$ cat src/rtl/sonar_rx_parser.sv
// rtl/sonar_rx_parser.sv - 7O1 serial receiver and "AAA,DDD#" frame parser for sonar measurements
module sonar_rx_parser #(
  parameter int         CLKS_PER_BIT = 434,
  parameter logic [6:0] SEP_CHAR     = 7'h2C,
  parameter logic [6:0] END_CHAR     = 7'h23
) (
  input  logic        clock,
  input  logic        reset,
  input  logic        entrada_serial,
  output logic [11:0] angulo,
  output logic [11:0] distancia,
  output logic        pronto,
  output logic        erro,
  output logic [3:0]  db_estado_rx,
  output logic [3:0]  db_estado_parser,
  output logic [6:0]  db_dado
);

  localparam int TW = (CLKS_PER_BIT > 1) ? $clog2(CLKS_PER_BIT) : 1;
  localparam logic [TW-1:0] T_HALF = TW'(CLKS_PER_BIT / 2 - 1);
  localparam logic [TW-1:0] T_FULL = TW'(CLKS_PER_BIT - 1);

  localparam logic [3:0] S_INICIAL      = 4'd0;
  localparam logic [3:0] S_ESPERA_BORDA = 4'd1;
  localparam logic [3:0] S_START        = 4'd2;
  localparam logic [3:0] S_DADOS        = 4'd3;
  localparam logic [3:0] S_PARIDADE     = 4'd4;
  localparam logic [3:0] S_STOP         = 4'd5;
  localparam logic [3:0] S_ESPERA_ALTO  = 4'd6;

  localparam logic [3:0] P_A_C    = 4'd0;
  localparam logic [3:0] P_A_D    = 4'd1;
  localparam logic [3:0] P_A_U    = 4'd2;
  localparam logic [3:0] P_SEP    = 4'd3;
  localparam logic [3:0] P_D_C    = 4'd4;
  localparam logic [3:0] P_D_D    = 4'd5;
  localparam logic [3:0] P_D_U    = 4'd6;
  localparam logic [3:0] P_FIM    = 4'd7;
  localparam logic [3:0] P_RESYNC = 4'd8;

  logic          sync0;
  logic          rx;
  logic [3:0]    rx_state;
  logic [TW-1:0] timer;
  logic [2:0]    bit_cnt;
  logic [6:0]    shreg;
  logic          par_err;
  logic          chr_strobe;
  logic          chr_bad;

  logic [3:0]    p_state;
  logic [11:0]   ang_sh;
  logic [11:0]   dist_sh;

  logic          is_digit;
  logic          is_sep;
  logic          is_end;
  logic          accept;
  logic [3:0]    p_next;
  logic [3:0]    err_dest;

  // Two-flop synchronizer; idles high so reset never looks like a start bit
  always_ff @(posedge clock or negedge reset) begin
    if (!reset) begin
      sync0 <= 1'b1;
      rx    <= 1'b1;
    end else begin
      sync0 <= entrada_serial;
      rx    <= sync0;
    end
  end

  // Receiver: mid-bit sampling of start, 7 data bits LSB first, odd parity, stop
  always_ff @(posedge clock or negedge reset) begin
    if (!reset) begin
      rx_state   <= S_INICIAL;
      timer      <= '0;
      bit_cnt    <= 3'd0;
      shreg      <= 7'd0;
      par_err    <= 1'b0;
      chr_strobe <= 1'b0;
      chr_bad    <= 1'b0;
    end else begin
      chr_strobe <= 1'b0;
      case (rx_state)
        S_INICIAL: rx_state <= S_ESPERA_BORDA;
        S_ESPERA_BORDA: begin
          if (!rx) begin
            rx_state <= S_START;
            timer    <= '0;
          end
        end
        S_START: begin
          if (timer == T_HALF) begin
            timer    <= '0;
            bit_cnt  <= 3'd0;
            rx_state <= rx ? S_ESPERA_BORDA : S_DADOS;
          end else begin
            timer <= timer + 1'b1;
          end
        end
        S_DADOS: begin
          if (timer == T_FULL) begin
            timer   <= '0;
            shreg   <= {rx, shreg[6:1]};
            bit_cnt <= bit_cnt + 3'd1;
            if (bit_cnt == 3'd6) rx_state <= S_PARIDADE;
          end else begin
            timer <= timer + 1'b1;
          end
        end
        S_PARIDADE: begin
          if (timer == T_FULL) begin
            timer    <= '0;
            par_err  <= ~(^{shreg, rx});
            rx_state <= S_STOP;
          end else begin
            timer <= timer + 1'b1;
          end
        end
        S_STOP: begin
          if (timer == T_FULL) begin
            timer      <= '0;
            chr_strobe <= 1'b1;
            chr_bad    <= par_err | ~rx;
            rx_state   <= rx ? S_ESPERA_BORDA : S_ESPERA_ALTO;
          end else begin
            timer <= timer + 1'b1;
          end
        end
        S_ESPERA_ALTO: if (rx) rx_state <= S_ESPERA_BORDA;
        default: rx_state <= S_INICIAL;
      endcase
    end
  end

  // Debug copy of the most recent character, good or bad
  always_ff @(posedge clock or negedge reset) begin
    if (!reset) db_dado <= 7'd0;
    else if (chr_strobe) db_dado <= shreg;
  end

  // Character classification and the parser's next state if the character fits
  always_comb begin
    is_digit = (shreg >= 7'h30) && (shreg <= 7'h39);
    is_sep   = (shreg == SEP_CHAR);
    is_end   = (shreg == END_CHAR);
    err_dest = is_end ? P_A_C : P_RESYNC;
    accept   = 1'b0;
    p_next   = P_A_C;
    case (p_state)
      P_A_C, P_A_D, P_A_U, P_D_C, P_D_D, P_D_U: begin
        accept = is_digit;
        p_next = p_state + 4'd1;
      end
      P_SEP: begin
        accept = is_sep;
        p_next = P_D_C;
      end
      P_FIM: begin
        accept = is_end;
        p_next = P_A_C;
      end
      default: begin
        accept = 1'b0;
        p_next = P_A_C;
      end
    endcase
  end

  // Parser: fill shadows digit by digit, publish on terminator, resync on error
  always_ff @(posedge clock or negedge reset) begin
    if (!reset) begin
      p_state   <= P_A_C;
      ang_sh    <= 12'd0;
      dist_sh   <= 12'd0;
      angulo    <= 12'd0;
      distancia <= 12'd0;
      pronto    <= 1'b0;
      erro      <= 1'b0;
    end else begin
      pronto <= 1'b0;
      erro   <= 1'b0;
      if (chr_strobe) begin
        if (p_state == P_RESYNC) begin
          if (!chr_bad && is_end) p_state <= P_A_C;
        end else if (chr_bad) begin
          erro    <= 1'b1;
          p_state <= P_RESYNC;
        end else if (accept) begin
          p_state <= p_next;
          case (p_state)
            P_A_C: ang_sh[11:8]  <= shreg[3:0];
            P_A_D: ang_sh[7:4]   <= shreg[3:0];
            P_A_U: ang_sh[3:0]   <= shreg[3:0];
            P_D_C: dist_sh[11:8] <= shreg[3:0];
            P_D_D: dist_sh[7:4]  <= shreg[3:0];
            P_D_U: dist_sh[3:0]  <= shreg[3:0];
            P_FIM: begin
              angulo    <= ang_sh;
              distancia <= dist_sh;
              pronto    <= 1'b1;
            end
            default: ;
          endcase
        end else begin
          erro    <= 1'b1;
          p_state <= err_dest;
        end
      end
    end
  end

  assign db_estado_rx     = rx_state;
  assign db_estado_parser = p_state;

endmodule

$ cat config.mk
export PLATFORM = sky130hd
export DESIGN_NAME = sonar_rx_parser
export DESIGN_NICKNAME = d
export VERILOG_FILES = /design/src/rtl/sonar_rx_parser.sv
export SDC_FILE = /design/constraint.sdc
export NUM_CORES = 1
export LEC_CHECK = 0
export BUFFER_PORTS_ARGS = -buffer_cell sky130_fd_sc_hd__buf_4
export CAP_MARGIN = 10
export CORE_MARGIN = 2
export CORE_UTILIZATION = 55
export CTS_BUF_LIST = sky130_fd_sc_hd__clkbuf_2 sky130_fd_sc_hd__clkbuf_4 sky130_fd_sc_hd__clkbuf_8
export DETAILED_ROUTE_END_ITERATION = 6
export PLACE_DENSITY = 0.84
export RECOVER_POWER = 50
export REMOVE_ABC_BUFFERS = 1
export SLEW_MARGIN = 20
export SYNTH_ARGS = -nofsm -noshare
export SYNTH_HDL_FRONTEND = slang
export SYNTH_SLANG_ARGS = --single-unit
$ cat constraint.sdc
create_clock -name clock -period 3.4 [get_ports clock]
set_input_delay 0 -clock clock [delete_from_list [all_inputs] [get_ports clock]]
set_output_delay 0 -clock clock [all_outputs]
set_load 0.02 [all_outputs]
# Word level (Yosys, flattened, before mapping)
# Cells that the tools add are included.
dict set report classes {
  mux 35
  reduce_logical 24
  bitwise 5
  addsub 3
  eq_ne 27
  n_lt_le_gt_ge 2
}
# cell count
set ops {}
lappend ops {{4-bit 2-to-1 mux} 12}
lappend ops {{5-bit AND reduction} 7}
lappend ops {{4-bit by 3-bit == test with 1-bit output (second input constant)} 7}
lappend ops {{4-bit case mux with 7 select lines} 1}
lappend ops {{9-bit 2-to-1 mux} 3}
lappend ops {{9-bit case mux with 3 select lines} 1}
lappend ops {{4-bit by 2-bit == test with 1-bit output (second input constant)} 4}
lappend ops {{7-bit by 6-bit == test with 1-bit output (second input constant)} 2}
lappend ops {{2-bit inequality test (second input constant)} 7}
lappend ops {{1-bit 2-to-1 mux} 11}
lappend ops {{2-bit AND reduction} 5}
lappend ops {{9-bit by 1-bit adder with 9-bit output (second input constant)} 1}
lappend ops {{9-bit by 8-bit == test with 1-bit output (second input constant)} 1}
lappend ops {{9-bit == test (second input constant)} 1}
lappend ops {{3-bit 2-to-1 mux} 3}
lappend ops {{4-bit by 1-bit == test with 1-bit output (second input constant)} 2}
lappend ops {{4-bit zero test} 2}
lappend ops {{4-bit case mux with 2 select lines} 1}
lappend ops {{8-bit parity} 1}
lappend ops {{7-bit by 6-bit >= comparator with 1-bit output (second input constant)} 1}
lappend ops {{7-bit by 6-bit less-or-equal comparator with 1-bit output (second input constant)} 1}
lappend ops {{7-bit AND reduction} 1}
lappend ops {{3-bit case mux with 2 select lines} 1}
lappend ops {{6-bit OR reduction} 1}
lappend ops {{other kinds (15)} 19}
dict set report word_totals {
  register_bits 89
  inputBits 3
}

# Logic depth before layout (Yosys ltp)
# Gate-level depths: netlist of the first run.
dict set report depth {
  ltp_word 7
  depth_mapped 10
  ltp_nobuf 7
}

# Worst setup path before layout of the first run
# No wires, ideal clock.
dict set report synth_timing {
  path_kind {reg2reg}
  from {register p_state[0], in the netlist db_estado_parser[0]}
  to {register angulo[0]}
  t_arrival_ps 2439
  setup_slack_ps 836
  n_path_buf 2
  path_stages_with_launch 10
  period_less_slack_ps 2564
  required_time_ps 3275
  path_cell_list {dfrtp_1 inv_1 ha_1 nor3_2 or4b_4 a211oi_4 a22o_1 buf_6 buf_12 mux2_4}
}
dict set report synth_between {
  elab_chain_cells 4
  elab_cells_between_ends 13
  cone_classes {8 x eq/ne; 1 x mux; 1 x bitwise; 3 x reduce/logical}
}
# element line_no
set synth_lines {}
lappend synth_lines {{start, declared} 51} ;# logic [3:0] p_state;
lappend synth_lines {{start signal, assigned} 191} ;# p_state <= p_next;
lappend synth_lines {{start signal, assigned} 208} ;# p_state <= err_dest;
lappend synth_lines {{4-bit by 1-bit == test with 1-bit output, or another cell as far along} 151} ;# case (p_state)
lappend synth_lines {{6-bit OR reduction} 151}
lappend synth_lines {{1-bit case mux with 3 select lines} 151}
lappend synth_lines {{5-bit AND reduction (no source line) (*)} --}
lappend synth_lines {{end signal, assigned} 200} ;# angulo <= ang_sh;
lappend synth_lines {{end, declared} 10} ;# output logic [11:0] angulo,
# Every way passes the cells marked *; elsewhere a longest branch is shown, timed or not.
# A chain may end at the register's enable or synchronous reset.

# Worst setup path in the final report of the first run
dict set report layout_timing {
  from {register p_state[0], in the netlist db_estado_parser[0]}
  to {register angulo[11]}
}
# The elaborated chain is that of the path after synthesis.

==> results.ini, run 1 <==
[worst_hold_path]
min_path_type = input port to flop

[worst_setup_path]
worstPathRequired_ns = 3.65
worstSetupPathType = flop to flop
end_kind = flop
cp.buffers_inverters = 2
setup.worst_path.start = db_estado_parser[0]
crit_path_top_delay_cell = or4b_4
crit_cells = 8
rrSetupSlack_ns = 0.59
r2r_start = db_estado_parser[0]
start_kind = flop
crit_path_max_incr_delay_ns = 0.50
r2r_end = angulo[11]
cp_cell_sequence = inv_1 > ha_1 > nor3_2 > or4b_4 > a211oi_4 > a22o_1 > buf_12 > mux2_2
worstRegToRegCells = 8
arrival_ns = 3.06
cp_max_fo = 22
crit_end = angulo[11]
cp_top_family = compound AO/OA/AOI/OAI gates

[timing]
hold_viol_final = 0
period_share = 0.825
rsz0062_at_grt = false
finalSetupViolations = 0
worst_pin_slew_ns = 2.05
timing.final.ws_setup_ns = 0.594
timing.fmax_ghz = 0.356
post-route-min-period_ns = 2.81
maxSlewHeadroom = -0.369
clock_skew_ns = 0.0103
finalSetupTns_ns = 0
slew_violations = 89

[global_routing]
grt_pass1_wl_um = 12800
track_usage = 0.198
grt_pass1_vias = 2579
grt_overflow = 0
antenna_found_initial = 0
grt_max_degree = 89

[die]
start_util = 0.570
io_pins = 44
die_w_um = 90.7
core.rowCount = 31
dieHeight_um = 90.7
dieArea_um2 = 8220
core_region_area_um2 = 7250

[placement]
finalWeightedCongestion = 0.860
io_buffer_count = 42
place_hpwl_um = 5140
pre_cts_slack_ns = 0.584

[detailed_routing]
antenna_left = 0
wl_per_cell_um = 16.0
firstDrtPassIters = 4
drcViolationCount = 0
drtIter0Drc = 129
drt-total-wl_um = 7530
via_per_inst = 5.64
via_count = 2663

[synthesis]
seq_area_frac_synth = 0.534
synthTopCellsByCount = dfrtp_1 (86), mux2_2 (39), nand2_1 (24)
synth_edf_count = 0
netlist_top_cells_area = dfrtp_1 (52%), mux2_2 (11%), mux2_4 (6.9%), ha_1 (3.9%), o21ai_0 (2.5%)
synth_area_per_cell_um2 = 12.6
ys_warn_count = 0
postSynthCellCount = 327
synth_cell_types = 53
yosysTopAreaCellShare = 0.521
synth_top_area_cell = dfrtp_1
ys_ff_latch = 88
synth_most_common_cell = dfrtp_1
synth-main-ff-cell = dfrtp_1
synthesis.area_um2 = 4130
async_flop_share = 1.00

[status]
violations = capacitance limit, slew limit
outcome = complete, but fails checks

[clocking]
cts_resized = 0
clk_pin_slew_ns = 0.09
clk_latency_ns = 0.36
root_buffer = clkbuf_8
post_cts_buffers = 0
cts_num_sinks = 88
cts_tree = done
clockBufferDepth = 2
h-tree-depth = 3
cts-buffers-inserted = 9
ctsHoldBuffers = 2

[final_layout]
nNetsFinal = 384
diodes = 0
nFillCells = 559
drive_gt1_frac = 0.290
area_delta_synth_final_pct = 12.8

[power_and_ir_drop]
total_leakage_power_nw = 2.27
ir_drop_uv = 326
total_power_mw = 2.11
p_per_area_nw_per_um2 = 454

[run]
cap_violations = 1

kinds of logic (layout without fill, tap and decap cells):
kind of cell,Yosys count,after routing,synth area share
AO/OA/AOI/OAI,59,59,0.0975
multiplexers,60,60,0.180
AND/OR/NAND/NOR,75,75,0.104
XOR/XNOR,4,4,0.00848
other,1,1,0.000908
flip-flops,88,88,0.534
buffers and inverters,27,73,0.0360
adder cells (fa/ha/maj),13,13,0.0394
registers in the layout, indices dropped and copies added (netlist names), 3 cells and up:
| name | cells |
|---|---|
| ang_sh | 12 |
| angulo | 12 |
| bit_cnt | 3 |
| shreg | 7 |
| db_estado_parser | 4 |
| db_dado | 7 |
| timer | 9 |
| dist_sh | 12 |
| db_estado_rx | 3 |
| distancia | 12 |
stage by stage:
step                cell area [µm²]   util  cells  hold slack [ns]
global route                   4660  0.643    472            0.280
global placement               4490  0.619    454            0.110
CTS                            4730  0.652    472            0.271
floorplan                      4030      -    312           -0.296
detailed placement             4490  0.619    454            0.111
finish                         4660  0.643    472            0.300
cell usage in the layout, fill, tap and decap left out, types with 7 or more instances in the layout:
cell	instances
dfrtp_1	86
mux2_2	39
nand2_1	24
buf_4	22
o21ai_0	21
mux2_4	19
clkbuf_1	18
ha_1	13
inv_1	12
nor2_1	11
clkbuf_8	9
and3_1	7
a21oi_1	7
routing by layer:
metal,vias to the layer above,GRT usage,wire (µm)
met5,-,0,0
met1,1331,0.260,3280
met4,0,0.0641,128
li1,1251,-,-
met3,13,0.0543,317
met2,68,0.320,3800
cell type report:
class                           count  area, µm²  share of cell area
Clock buffer                        9        124              0.0266
Clock inverter                      7        100              0.0215
Inverter                           12       45.0             0.00966
Multi-Input combinational cell    212       1780               0.381
Sequential cell                    88       2200               0.473
Tap cell                           99        124              0.0266
Timing Repair Buffer               45        285              0.0612
worst min-delay path by stage:
| stage | from | endpoint | depth (start not counted) |
|---|---|---|---|
| after floorplan | reset | ang_sh[0] | 0 |
| after global placement | entrada_serial | sync0 | 1 |
| after detailed placement | entrada_serial | sync0 | 1 |
| after CTS | entrada_serial | sync0 | 2 |
| after global routing | entrada_serial | sync0 | 2 |
| final | entrada_serial | sync0 | 2 |
worst reg2reg max path: cells and delay by family, from the launching register on:
| kind | cells | cell delay (ns) |
|---|---|---|
| adder cells (fa/ha/maj) | 1 | 0.23 |
| buffers and inverters | 2 | 0.34 |
| AND/OR/NAND/NOR | 2 | 0.59 |
| AO/OA/AOI/OAI | 2 | 0.73 |
| flip-flops | 1 | 0.46 |
| multiplexers | 1 | 0.36 |
power breakdown:
group / internal, mW / switching, mW / total (mW)
Sequential: 1.09 / 0.0538 / 1.14
Combinational: 0.0773 / 0.0998 / 0.177
Clock: 0.422 / 0.377 / 0.799
No activity file was read; power rests on OpenSTA's default activity.
==> run 2: changes to the inputs <==
- ABC_AREA: unset -> 1
- clock period: 3.4 -> 2.9 ns (I/O delays scaled with it)
==> run 2 against run 1 <==
The flow still finishes with violations (capacitance limit, slew limit). Clock-buffer cell count is the same. Worst setup slack improved by 0.078 ns. Area after synthesis increased by 0.45%. Flip-flop and latch count unchanged. Critical endpoint is now distancia[11].
==> results.ini, run 2 <==
[status]
outcome = complete, but fails checks
violations = capacitance limit, slew limit

[global_routing]
track_usage = 0.220
grt_max_degree = 89
grt_overflow = 0
grt_pass1_vias = 3241
grt_pass1_wl_um = 14500
antenna_found_initial = 0

[power_and_ir_drop]
p_per_area_nw_per_um2 = 550
clkPwrFrac = 0.313
combPwrFrac = 0.168
switching_share = 0.322
total_leakage_power_nw = 2.47
p_switching_mw = 0.821
total_power_mw = 2.55
pwr-share-seq = 0.519
ir_drop_uv = 571
p_int_mw = 1.73

[synthesis]
synth_xor_area_frac = 0.0190
ys_ff_latch = 88
synthTopCellsByCount = nand2_1 (211), dfrtp_1 (86), inv_1 (44)
netlist_top_cells_area = dfrtp_1 (52%), nand2_1 (19%), inv_1 (4.0%), ha_1 (3.9%), nor2_1 (3.5%)
synth-main-ff-cell = dfrtp_1
synth_cell_types = 33
synthSimpleGateAreaFrac = 0.299
synth_edf_count = 0
yosys.area_share.adder = 0.0392
synth_compound_area_frac = 0.0464
yosys-mux-area-fraction = 0
yosysTopAreaCellShare = 0.519
ys_warn_count = 0
synth_top_family_by_area = simple AND/OR/NAND/NOR gates
seq_area_frac_synth = 0.531
synth_most_common_cell = nand2_1
synthesis.area_um2 = 4150
postSynthCellCount = 505
synth_top_area_cell = dfrtp_1
async_flop_share = 1.00
synth_area_per_cell_um2 = 8.22

[worst_setup_path]
cp_max_fo = 25
r2r_end = distancia[11]
setup.worst_path.start = shreg[1]
worst_path_most_repeated_cell = nand2_1
start_kind = flop
worstSetupPathType = flop to flop
crit_path_top_delay_cell = dfrtp_1
rrSetupSlack_ns = 0.67
arrival_ns = 2.54
r2r_start = shreg[1]
cp.buffers_inverters = 1
crit_path_max_incr_delay_ns = 0.61
cp_top_family = simple AND/OR/NAND/NOR gates
cp_cell_sequence = inv_1 > ha_1 > nand2_1 > a21oi_1 > nand2_1 > nand3_2 > nand2_4 > nand3_4 > nor2_8 > nand2_1 > nand2_1
worstPathRequired_ns = 3.21
end_kind = flop
worstRegToRegCells = 11

[die]
io_pins = 44
core_region_area_um2 = 7290
die_w_um = 90.9
dieArea_um2 = 8260
start_util = 0.569
dieHeight_um = 90.9
core.rowCount = 31

[final_layout]
nNetsFinal = 565
area_delta_synth_final_pct = 11.8
mostFrequentLayoutCells = nand2_1 (211), dfrtp_1 (86), inv_1 (44), nor2_1 (39)
final_common_cell = nand2_1
drive_gt1_frac = 0.0993
diodes = 0

[timing]
clock_skew_ns = 0.0136
rsz0062_at_grt = false
finalSetupTns_ns = 0
hold_viol_final = 0
worst_pin_slew_ns = 2.11
period_share = 0.768
slew_violations = 89
post-route-min-period_ns = 2.23
timing.fmax_ghz = 0.449
maxSlewHeadroom = -0.409
finalSetupViolations = 0

[clocking]
ctsHoldBuffers = 2
post_cts_buffers = 0
cts-buffers-inserted = 9
cts_tree = done
cts_num_sinks = 88
h-tree-depth = 3
root_buffer = clkbuf_8
clockBufferDepth = 2
clk_pin_slew_ns = 0.10
clk_latency_ns = 0.37
cts_resized = 0

[detailed_routing]
via_count = 3346
antenna_left = 0
via_per_inst = 5.12
wl_per_cell_um = 12.8
drtIter0Drc = 236
drt-total-wl_um = 8350
drcViolationCount = 0
firstDrtPassIters = 5

[worst_hold_path]
hold_start = entrada_serial
min_to = sync0
min_path_type = input port to flop
min_path_cells = 2

[placement]
place_hpwl_um = 5810
finalWeightedCongestion = 0.945
io_buffer_count = 42

[run]
cap_violations = 1

-- run 2: cell types whose count changed in the layout (fill, tap and decap cells not counted), sizes merged, moves of 7 or more --
cell | before | now
and3 | 7 | 0
inv | 15 | 50
mux2 | 58 | 0
nand2 | 24 | 213
nand3 | 5 | 20
nor2 | 11 | 44
xor2 | 0 | 7
-- run 2: final cells by class --
cell class | instances | area [µm²]
fill | 666 | 2650
clock buffer | 9 | 124
tap | 99 | 124
sequential | 88 | 2200
multi-input combinational | 358 | 1680
inverter | 47 | 176
timing repair buffer | 45 | 273
clock inverter | 7 | 60.1
-- run 2: kinds of logic after synthesis --
group                    count (synthesis)
flip-flops                              88
AND/OR/NAND/NOR                        298
XOR/XNOR                                 9
buffers and inverters                   59
adder cells (fa/ha/maj)                 13
other                                    1
AO/OA/AOI/OAI                           37
-- run 2: how the worst max path moves through the flow --
stage / to / cells after the start / slack (ns)
6_report: distancia[11] / 11 / 0.67
5_1_grt: shreg[1] / 2 / 0.41
4_1_cts: distancia[11] / 11 / 0.66
3_5_place_dp: distancia[11] / 11 / 0.68
3_3_place_gp: distancia[8] / 11 / 0.75
2_1_floorplan: angulo[0] / 11 / 0.70
-- run 2: layer usage --
metal  vias up  global-route usage  share of wire
li1       1658                   -              -
met2       100               0.378           0.49
met5         -                   0              0
met4         0              0.0808          0.020
met3        17              0.0442          0.046
met1      1571               0.275           0.44
-- run 2: metrics by stage --
step	util	cell area [µm²]	worst slack [ns]	std cells	hold slack, ns
final	0.636	4640	0.672	653	0.300
after global routing	0.636	4640	0.411	653	0.294
after CTS	0.646	4710	0.661	653	0.283
after detailed placement	0.618	4510	0.676	635	0.110
after global placement	0.618	4510	0.753	635	0.109
after floorplan	-	4060	0.701	493	-0.296
-- run 2: worst register-to-register path, cell delays in order, from the launching register on --
cell and delay (ns):
dfrtp_1 0.61, inv_1 0.19, ha_1 0.24, nand2_1 0.05
a21oi_1 0.07, nand2_1 0.08, nand3_2 0.11, nand2_4 0.16
nand3_4 0.17, nor2_8 0.32, nand2_1 0.10, nand2_1 0.08
-- run 2: power by group through the flow --
stage               sequential, mW  combinational, mW  clock (mW)
global placement              1.35              0.404           0
global route                  1.33              0.493       0.884
CTS                           1.32              0.430       0.816
detailed placement            1.35              0.426           0
finish                        1.32              0.428       0.799
floorplan                     1.36              0.276           0
